**src/rtl/psram_spi_ctrl.sv**
```systemverilog
// APS6404 PSRAM SPI controller: power-on/reset/ID init, paged read/write bursts.
// Optional PSRAM_FAST_READ_EN: reads use 0x0B with one dummy byte.
module psram_spi_ctrl #(
  parameter int CLK_DIV       = 2,
  parameter int POR_CYCLES    = 7500,
  parameter int CE_GAP_CYCLES = 4,
  parameter int LEN_W         = 10,
  parameter int PAGE_BYTES    = 1024
) (
  input  logic             sysclk,
  input  logic             rst_n,
  input  logic             req_valid,
  output logic             req_ready,
  input  logic             req_write,
  input  logic [23:0]      req_addr,
  input  logic [LEN_W-1:0] req_len,
  input  logic [7:0]       wr_data,
  output logic             wr_ready,
  output logic [7:0]       rd_data,
  output logic             rd_valid,
  output logic             done,
  output logic             init_done,
  output logic             id_ok,
  output logic [15:0]      dev_id,
  output logic             spiclk,
  output logic             mosi,
  input  logic             miso,
  output logic             ce_n
);

  localparam int PW   = $clog2(PAGE_BYTES);
  localparam int DW   = (CLK_DIV > 1) ? $clog2(CLK_DIV) : 1;
  localparam int CMAX = (POR_CYCLES > CE_GAP_CYCLES) ? POR_CYCLES
                                                     : CE_GAP_CYCLES;
  localparam int CW   = $clog2(CMAX + 1);
`ifdef PSRAM_FAST_READ_EN
  localparam logic [7:0] RD_CMD = 8'h0B;
`else
  localparam logic [7:0] RD_CMD = 8'h03;
`endif

  typedef enum logic [3:0] {
    S_POR, S_RSTEN, S_RST, S_GAP, S_READID, S_IDLE,
    S_CMD, S_ADDR,
`ifdef PSRAM_FAST_READ_EN
    S_DUMMY,
`endif
    S_DATA
  } state_e;

  state_e           state_q, state_d, ret_q, ret_d;
  logic [CW-1:0]    cnt_q, cnt_d;
  logic [2:0]       bi_q, bi_d;
  logic [23:0]      addr_q, addr_d;
  logic [LEN_W-1:0] len_q, len_d;
  logic             wr_q, wr_d;
  logic [7:0]       sh_q, sh_d, rx_q, rx_d;
  logic [DW-1:0]    div_q, div_d;
  logic [3:0]       hc_q, hc_d;
  logic             sck_q, sck_d, mosi_q, mosi_d, cen_q, cen_d;
  logic [7:0]       rdat_q, rdat_d;
  logic             rval_q, rval_d, done_q, done_d;
  logic             init_q, init_d, idok_q, idok_d;
  logic [15:0]      id_q, id_d;

  logic       xfer, div_end, bdone, ld, go_gap, wr_take;
  logic [7:0] ld_b;

  always_ff @(posedge sysclk or negedge rst_n) begin
    if (!rst_n) begin
      state_q <= S_POR;
      ret_q   <= S_RST;
      cnt_q   <= '0;
      bi_q    <= '0;
      addr_q  <= '0;
      len_q   <= '0;
      wr_q    <= 1'b0;
      sh_q    <= '0;
      rx_q    <= '0;
      div_q   <= '0;
      hc_q    <= '0;
      sck_q   <= 1'b0;
      mosi_q  <= 1'b0;
      cen_q   <= 1'b1;
      rdat_q  <= '0;
      rval_q  <= 1'b0;
      done_q  <= 1'b0;
      init_q  <= 1'b0;
      idok_q  <= 1'b0;
      id_q    <= '0;
    end else begin
      state_q <= state_d;
      ret_q   <= ret_d;
      cnt_q   <= cnt_d;
      bi_q    <= bi_d;
      addr_q  <= addr_d;
      len_q   <= len_d;
      wr_q    <= wr_d;
      sh_q    <= sh_d;
      rx_q    <= rx_d;
      div_q   <= div_d;
      hc_q    <= hc_d;
      sck_q   <= sck_d;
      mosi_q  <= mosi_d;
      cen_q   <= cen_d;
      rdat_q  <= rdat_d;
      rval_q  <= rval_d;
      done_q  <= done_d;
      init_q  <= init_d;
      idok_q  <= idok_d;
      id_q    <= id_d;
    end
  end

  always_comb begin
    state_d = state_q;
    ret_d   = ret_q;
    cnt_d   = cnt_q;
    bi_d    = bi_q;
    addr_d  = addr_q;
    len_d   = len_q;
    wr_d    = wr_q;
    sh_d    = sh_q;
    rx_d    = rx_q;
    div_d   = div_q;
    hc_d    = hc_q;
    sck_d   = sck_q;
    mosi_d  = mosi_q;
    cen_d   = cen_q;
    rdat_d  = rdat_q;
    rval_d  = 1'b0;
    done_d  = 1'b0;
    init_d  = init_q;
    idok_d  = idok_q;
    id_d    = id_q;
    ld      = 1'b0;
    ld_b    = 8'h00;
    go_gap  = 1'b0;
    wr_take = 1'b0;

    xfer = state_q inside {S_RSTEN, S_RST, S_READID,
                           S_CMD, S_ADDR, S_DATA};
`ifdef PSRAM_FAST_READ_EN
    if (state_q == S_DUMMY) xfer = 1'b1;
`endif
    div_end = div_q == DW'(CLK_DIV - 1);
    bdone   = xfer && div_end && hc_q == 4'd15;

    // Bit shifter: even half-periods low, sample on rise, shift on fall
    if (xfer) begin
      if (div_end) begin
        div_d = '0;
        hc_d  = hc_q + 4'd1;
        if (!hc_q[0]) begin
          sck_d = 1'b1;
          rx_d  = {rx_q[6:0], miso};
        end else begin
          sck_d  = 1'b0;
          sh_d   = {sh_q[6:0], 1'b0};
          mosi_d = sh_q[6];
        end
      end else begin
        div_d = div_q + 1'b1;
      end
    end

    if (state_q == S_DATA && !wr_q && div_end && hc_q == 4'd14) begin
      rval_d = 1'b1;
      rdat_d = {rx_q[6:0], miso};
    end

    unique case (state_q)
      S_POR: begin
        cnt_d = cnt_q + 1'b1;
        if (cnt_q == CW'(POR_CYCLES - 1)) begin
          state_d = S_RSTEN;
          ld      = 1'b1;
          ld_b    = 8'h66;
        end
      end
      S_RSTEN: if (bdone) begin
        go_gap = 1'b1;
        ret_d  = S_RST;
      end
      S_RST: if (bdone) begin
        go_gap = 1'b1;
        ret_d  = S_READID;
      end
      S_GAP: begin
        cnt_d = cnt_q + 1'b1;
        if (cnt_q == CW'(CE_GAP_CYCLES - 1)) begin
          state_d = ret_q;
          ld      = ret_q != S_IDLE;
          if (ret_q == S_RST) ld_b = 8'h99;
          else if (ret_q == S_READID) ld_b = 8'h9F;
          else ld_b = wr_q ? 8'h02 : RD_CMD;
          // First entry to IDLE completes init; later ones end a request
          if (ret_q == S_IDLE) begin
            done_d = init_q;
            init_d = 1'b1;
          end
        end
      end
      S_READID: if (bdone) begin
        bi_d = bi_q + 3'd1;
        ld   = bi_q != 3'd6;
        if (bi_q == 3'd4) id_d[15:8] = rx_q;
        if (bi_q == 3'd5) id_d[7:0]  = rx_q;
        if (bi_q == 3'd6) begin
          go_gap = 1'b1;
          ret_d  = S_IDLE;
          idok_d = id_q == 16'h0D5D;
        end
      end
      S_IDLE: if (req_valid && init_q) begin
        state_d = S_CMD;
        addr_d  = req_addr;
        len_d   = req_len;
        wr_d    = req_write;
        ld      = 1'b1;
        ld_b    = req_write ? 8'h02 : RD_CMD;
      end
      S_CMD: if (bdone) begin
        state_d = S_ADDR;
        bi_d    = '0;
        ld      = 1'b1;
        ld_b    = addr_q[23:16];
      end
      S_ADDR: if (bdone) begin
        bi_d = bi_q + 3'd1;
        ld   = 1'b1;
        if (bi_q == 3'd0) ld_b = addr_q[15:8];
        else if (bi_q == 3'd1) ld_b = addr_q[7:0];
        else begin
          state_d = S_DATA;
`ifdef PSRAM_FAST_READ_EN
          if (!wr_q) state_d = S_DUMMY;
`endif
          wr_take = wr_q;
        end
      end
`ifdef PSRAM_FAST_READ_EN
      S_DUMMY: if (bdone) begin
        state_d = S_DATA;
        ld      = 1'b1;
      end
`endif
      S_DATA: if (bdone) begin
        if (len_q == '0) begin
          go_gap = 1'b1;
          ret_d  = S_IDLE;
        end else begin
          len_d  = len_q - 1'b1;
          addr_d = addr_q + 24'd1;
          // Last byte of a page: close the frame and reissue
          if (&addr_q[PW-1:0]) begin
            go_gap = 1'b1;
            ret_d  = S_CMD;
          end else begin
            ld      = 1'b1;
            wr_take = wr_q;
          end
        end
      end
      default: ;
    endcase

    if (wr_take) ld_b = wr_data;
    if (ld) begin
      sh_d   = ld_b;
      mosi_d = ld_b[7];
      hc_d   = '0;
      div_d  = '0;
      sck_d  = 1'b0;
      cen_d  = 1'b0;
    end
    if (go_gap) begin
      state_d = S_GAP;
      cnt_d   = '0;
      bi_d    = '0;
      cen_d   = 1'b1;
      mosi_d  = 1'b0;
      sck_d   = 1'b0;
    end
  end

  always_comb begin
    req_ready = state_q == S_IDLE && init_q;
    wr_ready  = wr_take;
    rd_data   = rdat_q;
    rd_valid  = rval_q;
    done      = done_q;
    init_done = init_q;
    id_ok     = idok_q;
    dev_id    = id_q;
    spiclk    = sck_q;
    mosi      = mosi_q;
    ce_n      = cen_q;
  end

endmodule

```
**config.mk**
```make
export PLATFORM = sky130hd
export DESIGN_NAME = psram_spi_ctrl
export DESIGN_NICKNAME = d
export VERILOG_FILES = /design/src/rtl/psram_spi_ctrl.sv
export SDC_FILE = /design/constraint.sdc
export NUM_CORES = 1
export LEC_CHECK = 0
export CORE_UTILIZATION = 48
export DETAILED_ROUTE_END_ITERATION = 12
export PLACE_DENSITY = 0.83
export SYNTH_ARGS = -nofsm -noshare
export SYNTH_HDL_FRONTEND = slang
export SYNTH_SLANG_ARGS = --single-unit
```
**constraint.sdc**
```tcl
create_clock -name sysclk -period 2.68 [get_ports sysclk]
set_clock_uncertainty 0.2 [all_clocks]
set_input_delay 0.536 -clock sysclk [delete_from_list [all_inputs] [get_ports sysclk]]
set_output_delay 0.536 -clock sysclk [all_outputs]
set_load 0.02 [all_outputs]
```
==> summary.md <==
| Metric | Value |
|---|---|
| Outcome | complete, but fails checks |
| Failing checks | setup timing |
| CTS tree | built |
| RD Place Congestion | 0.925 |
| Vias/cell | 5.96 |
| Htree depth | 3 |
| Sw Pwr | 713 uW |
| Final Hold Vio Count | 0 |
| Worst Setup End Kind | primary output |
| Hold path depth | 2 |
| Crit Path Max Fanout | 3 |
| Overall die area | 0.0132 mm^2 |
| XOR/XNOR Fraction of Synth Area | 0.0258 |
| Initial core utilization | 0.501 |
| RSZ-0062 raised after global routing | yes |
| CTS root buffer | clkbuf_16 |
| Multiplexer share of the synthesized area | 0.0771 |
| Synthesized cell area | 0.00611 mm^2 |
| Setup slack, reg-to-reg | 0.08 ns |
| Synth warn | 0 |
| Slew @ Worst Pin | 0.578 ns |
| Worst IR Drop VDD | 288 uV |
| Worst path required time | 1.94 ns |
| Pint | 2.48 mW |
| Horiz. Die Dim | 115 um |
| Syn Area/Cell | 9.14 um^2 |
| Most Crowded Layer GR | met2 |
| CTS Buf Count | 9 |
| Adder-cell share of the synthesized area | 0.0184 |
| Antenna Nets Post-Route | 0 |
| Max-cap violations | 0 |
| Longest Clk Path Bufs | 2 |
| Syn Inst Count | 669 |
| Largest family of logic cells by synthesized area | simple AND/OR/NAND/NOR gates |
| GR Util met3 | 0.0590 |
| Pwr/cell area | 396 mW/mm^2 |
| Core area | 0.0122 mm^2 |
| CTS Sinks | 109 |
| Detailed Route WL | 17,000 um |
| Kind of critical path | flip-flop to primary output |
| Sequential Area | 0.00273 mm^2 |
| R2r worst-path depth | 9 |
| Syn_nets | 725 |
| Register share of total power | 0.523 |
| Drt pass-1 iters | 7 |
| Reg clk slew, reported paths | 0.07 ns |
| ANT cells | 0 |
| Sw frac | 0.223 |
| Share of post-route cells with drive strength above 1 | 0.199 |
| DRC Markers | 0 |
| # IOs | 80 |
| Met1 Track Usage GR | 0.337 |
| Number of synthesized flops with an enable pin | 0 |
| Register bit count reported by yosys | 109 |
| Worst skew pair latency | 0.36 ns |
| Vias | 5,844 |
| Total grt overflow | 0 |
| Fin crit share | 1.00 |
| Fin nets | 864 |
| FF-to-FF End | sh_q[3]$_DFFE_PN0P_ |
| Synth cell types | 70 |
| Row Count | 40 |
| Leakage Power | 3.47 nW |
| # port buffers | 79 |
| Top FF cell, synth | dfrtp_1 |
| Fin. max-slew vios | 0 |
| Hold Path End | ce_n$_DFFE_PN1P_ |
| First-pass GRT wire length | 27,500 um |
| GRT met2 Usage | 0.455 |
| Largest net degree at the start of global routing | 55 |
| Vias in the first global route | 5,681 |
| Fmax | 0.371 GHz |
| Post-DP HPWL | 12,500 um |
| Hold WC Path Type | flip-flop to flip-flop |
| Power share of the combinational group | 0.049 |
| Area of the multi-input gates | 0.00323 mm^2 |
| Slew headroom | 0.611 |
| Fraction of the mapped netlist area in compound gates | 0.189 |
| Initial DRC Count | 366 |
| Final setup vio count | 1 |
| Min Clock Period, post-route | 2.69 ns |
| Hold Startpoint | ce_n$_DFFE_PN1P_ |
| GRT Resource Usage Total | 0.269 |
| PnR worst setup slack | -0.0119 ns |
| Die Y | 115 um |
| Total power | 3.19 mW |
| Antenna violations before repair | 0 |
| Simple-Gate Fraction of Synth Area | 0.205 |
| FILL cells | 1,004 |
| WL per Instance | 17.4 um |
| Startpoint types | flip-flop |
| R2r startpoint | state_q[1]$_DFFE_PN0P_ |
| Async SR Flop Fraction | 1.00 |
| WP data arrival | 1.96 ns |
| Synthesis-to-finish area growth | 31.9% |
| Seq/Total Area, Yosys | 0.446 |
| Clk network pwr share | 0.428 |
| Pre-CTS setup slack | -0.116 ns |
stage by stage:
| step | setup TNS (ns) | std cells | util | hold slack, ns | area [um^2] |
|---|---|---|---|---|---|
| detailed placement | -1.66 | 958 | 0.625 | 0.265 | 7630 |
| global route | -0.0805 | 981 | 0.661 | 0.288 | 8070 |
| finish | -0.0119 | 981 | 0.661 | 0.277 | 8070 |
| floorplan | 0 | 669 | - | 0.0404 | 6110 |
| CTS | -0.0417 | 975 | 0.651 | 0.276 | 7950 |
| global placement | -0.286 | 958 | 0.625 | 0.267 | 7630 |
sequential cells by signal, indices dropped and copies added (netlist names), 7 cells and up:
| register | cells |
|---|---|
| sh_q | 7 |
| dev_id | 16 |
| len_q | 10 |
| rd_data | 8 |
| cnt_q | 13 |
| addr_q | 24 |
| rx_q | 8 |
power by group through the flow:
stage	combinational, mW	sequential, mW	clock (mW)
2_1_floorplan	0.0190	1.71	0
3_3_place_gp	0.154	1.70	0
4_1_cts	0.158	1.67	1.39
6_report	0.157	1.67	1.37
5_1_grt	0.170	1.67	1.46
3_5_place_dp	0.156	1.70	0
timing repair:
action / CTS / global route
buffers inserted: 0 / 5
hold endpoints to repair: 37 / 0
gates resized for setup: 11 / 16
setup endpoints to repair: 19 / 33
hold buffers: 1 / 0
cloned: 0 / 1
pin swaps: 1 / 6
cells by family (layout without fill, tap and decap cells):
family,count (synthesis),count (layout)
AND/OR/NAND/NOR,248,248
XOR/XNOR,18,18
multiplexers,43,43
AO/OA/AOI/OAI,186,186
buffers and inverters,56,200
adder cells (fa/ha/maj),9,9
flip-flops,109,109
cells in the mapped netlist (all sizes together) (5+ instances only):
library cell	instances	area, um^2
clkbuf	23	86.3
mux2i	10	100
a31oi	11	68.8
xor2	10	87.6
and3	9	56.3
nor2	72	270
o21ai	49	245
nor3	25	130
nor2b	7	43.8
nor4	5	37.5
a21o	5	37.5
dfrtp	107	2680
a211oi	8	60.1
ha	9	113
buf	14	76.3
a21oi	66	338
xnor2	8	70.1
mux2	33	372
nor3b	5	37.5
nand2	55	206
nand3	24	120
nand4	17	106
o22ai	10	62.6
inv	19	71.3
metal layers:
| layer | up-vias | wire length, um |
|---|---|---|
| met2 | 250 | 8520 |
| met4 | 0 | 413 |
| met1 | 2836 | 7010 |
| met3 | 39 | 1090 |
| met5 | - | 0 |
| li1 | 2719 | - |
critical path, cell delays in order, from the launching register on:
cell and delay [ns]:
dfrtp_1 0.41, buf_6 0.14, nor4b_4 0.32, o31a_1 0.24
nor2_2 0.06, nor3_2 0.24, buf_4 0.19
cell type report:
class	count	share of cell area
well taps	168	0.0261
multi-input cells	504	0.400
repair buffers	165	0.190
flip-flops and latches	109	0.338
inverters	19	0.00884
clock inverters	6	0.00884
clock buffers	10	0.0284
layout by cell type (no fill, tap or decap), drive strengths merged, types with 9 or more instances in the layout:
| master | n |
|---|---|
| o22ai | 10 |
| clkdlybuf4s50 | 76 |
| nand2 | 55 |
| nand3 | 24 |
| nor2 | 72 |
| xor2 | 10 |
| ha | 9 |
| nand4 | 17 |
| buf | 86 |
| clkbuf | 12 |
| a31oi | 11 |
| mux2i | 10 |
| inv | 21 |
| o21ai | 49 |
| nor3 | 25 |
| mux2 | 33 |
| a21oi | 66 |
| and3 | 9 |
| dfrtp | 107 |
how the worst max path moves through the flow:
| stage | startpoint | to | slack, ns |
|---|---|---|---|
| floorplan | len_q[0]$_DFFE_PN0P_ | cnt_q[0]$_DFFE_PN0P_ | 0.11 |
| global placement | state_q[1]$_DFFE_PN0P_ | wr_ready | -0.05 |
| detailed placement | state_q[1]$_DFFE_PN0P_ | dev_id[3]$_DFFE_PN0P_ | -0.12 |
| CTS | len_q[1]$_DFFE_PN0P_ | wr_ready | -0.04 |
| global route | state_q[2]$_DFFE_PN0P_ | wr_ready | -0.06 |
| finish | state_q[2]$_DFFE_PN0P_ | wr_ready | -0.01 |
Note: power is estimated with default switching activity, not from simulation.
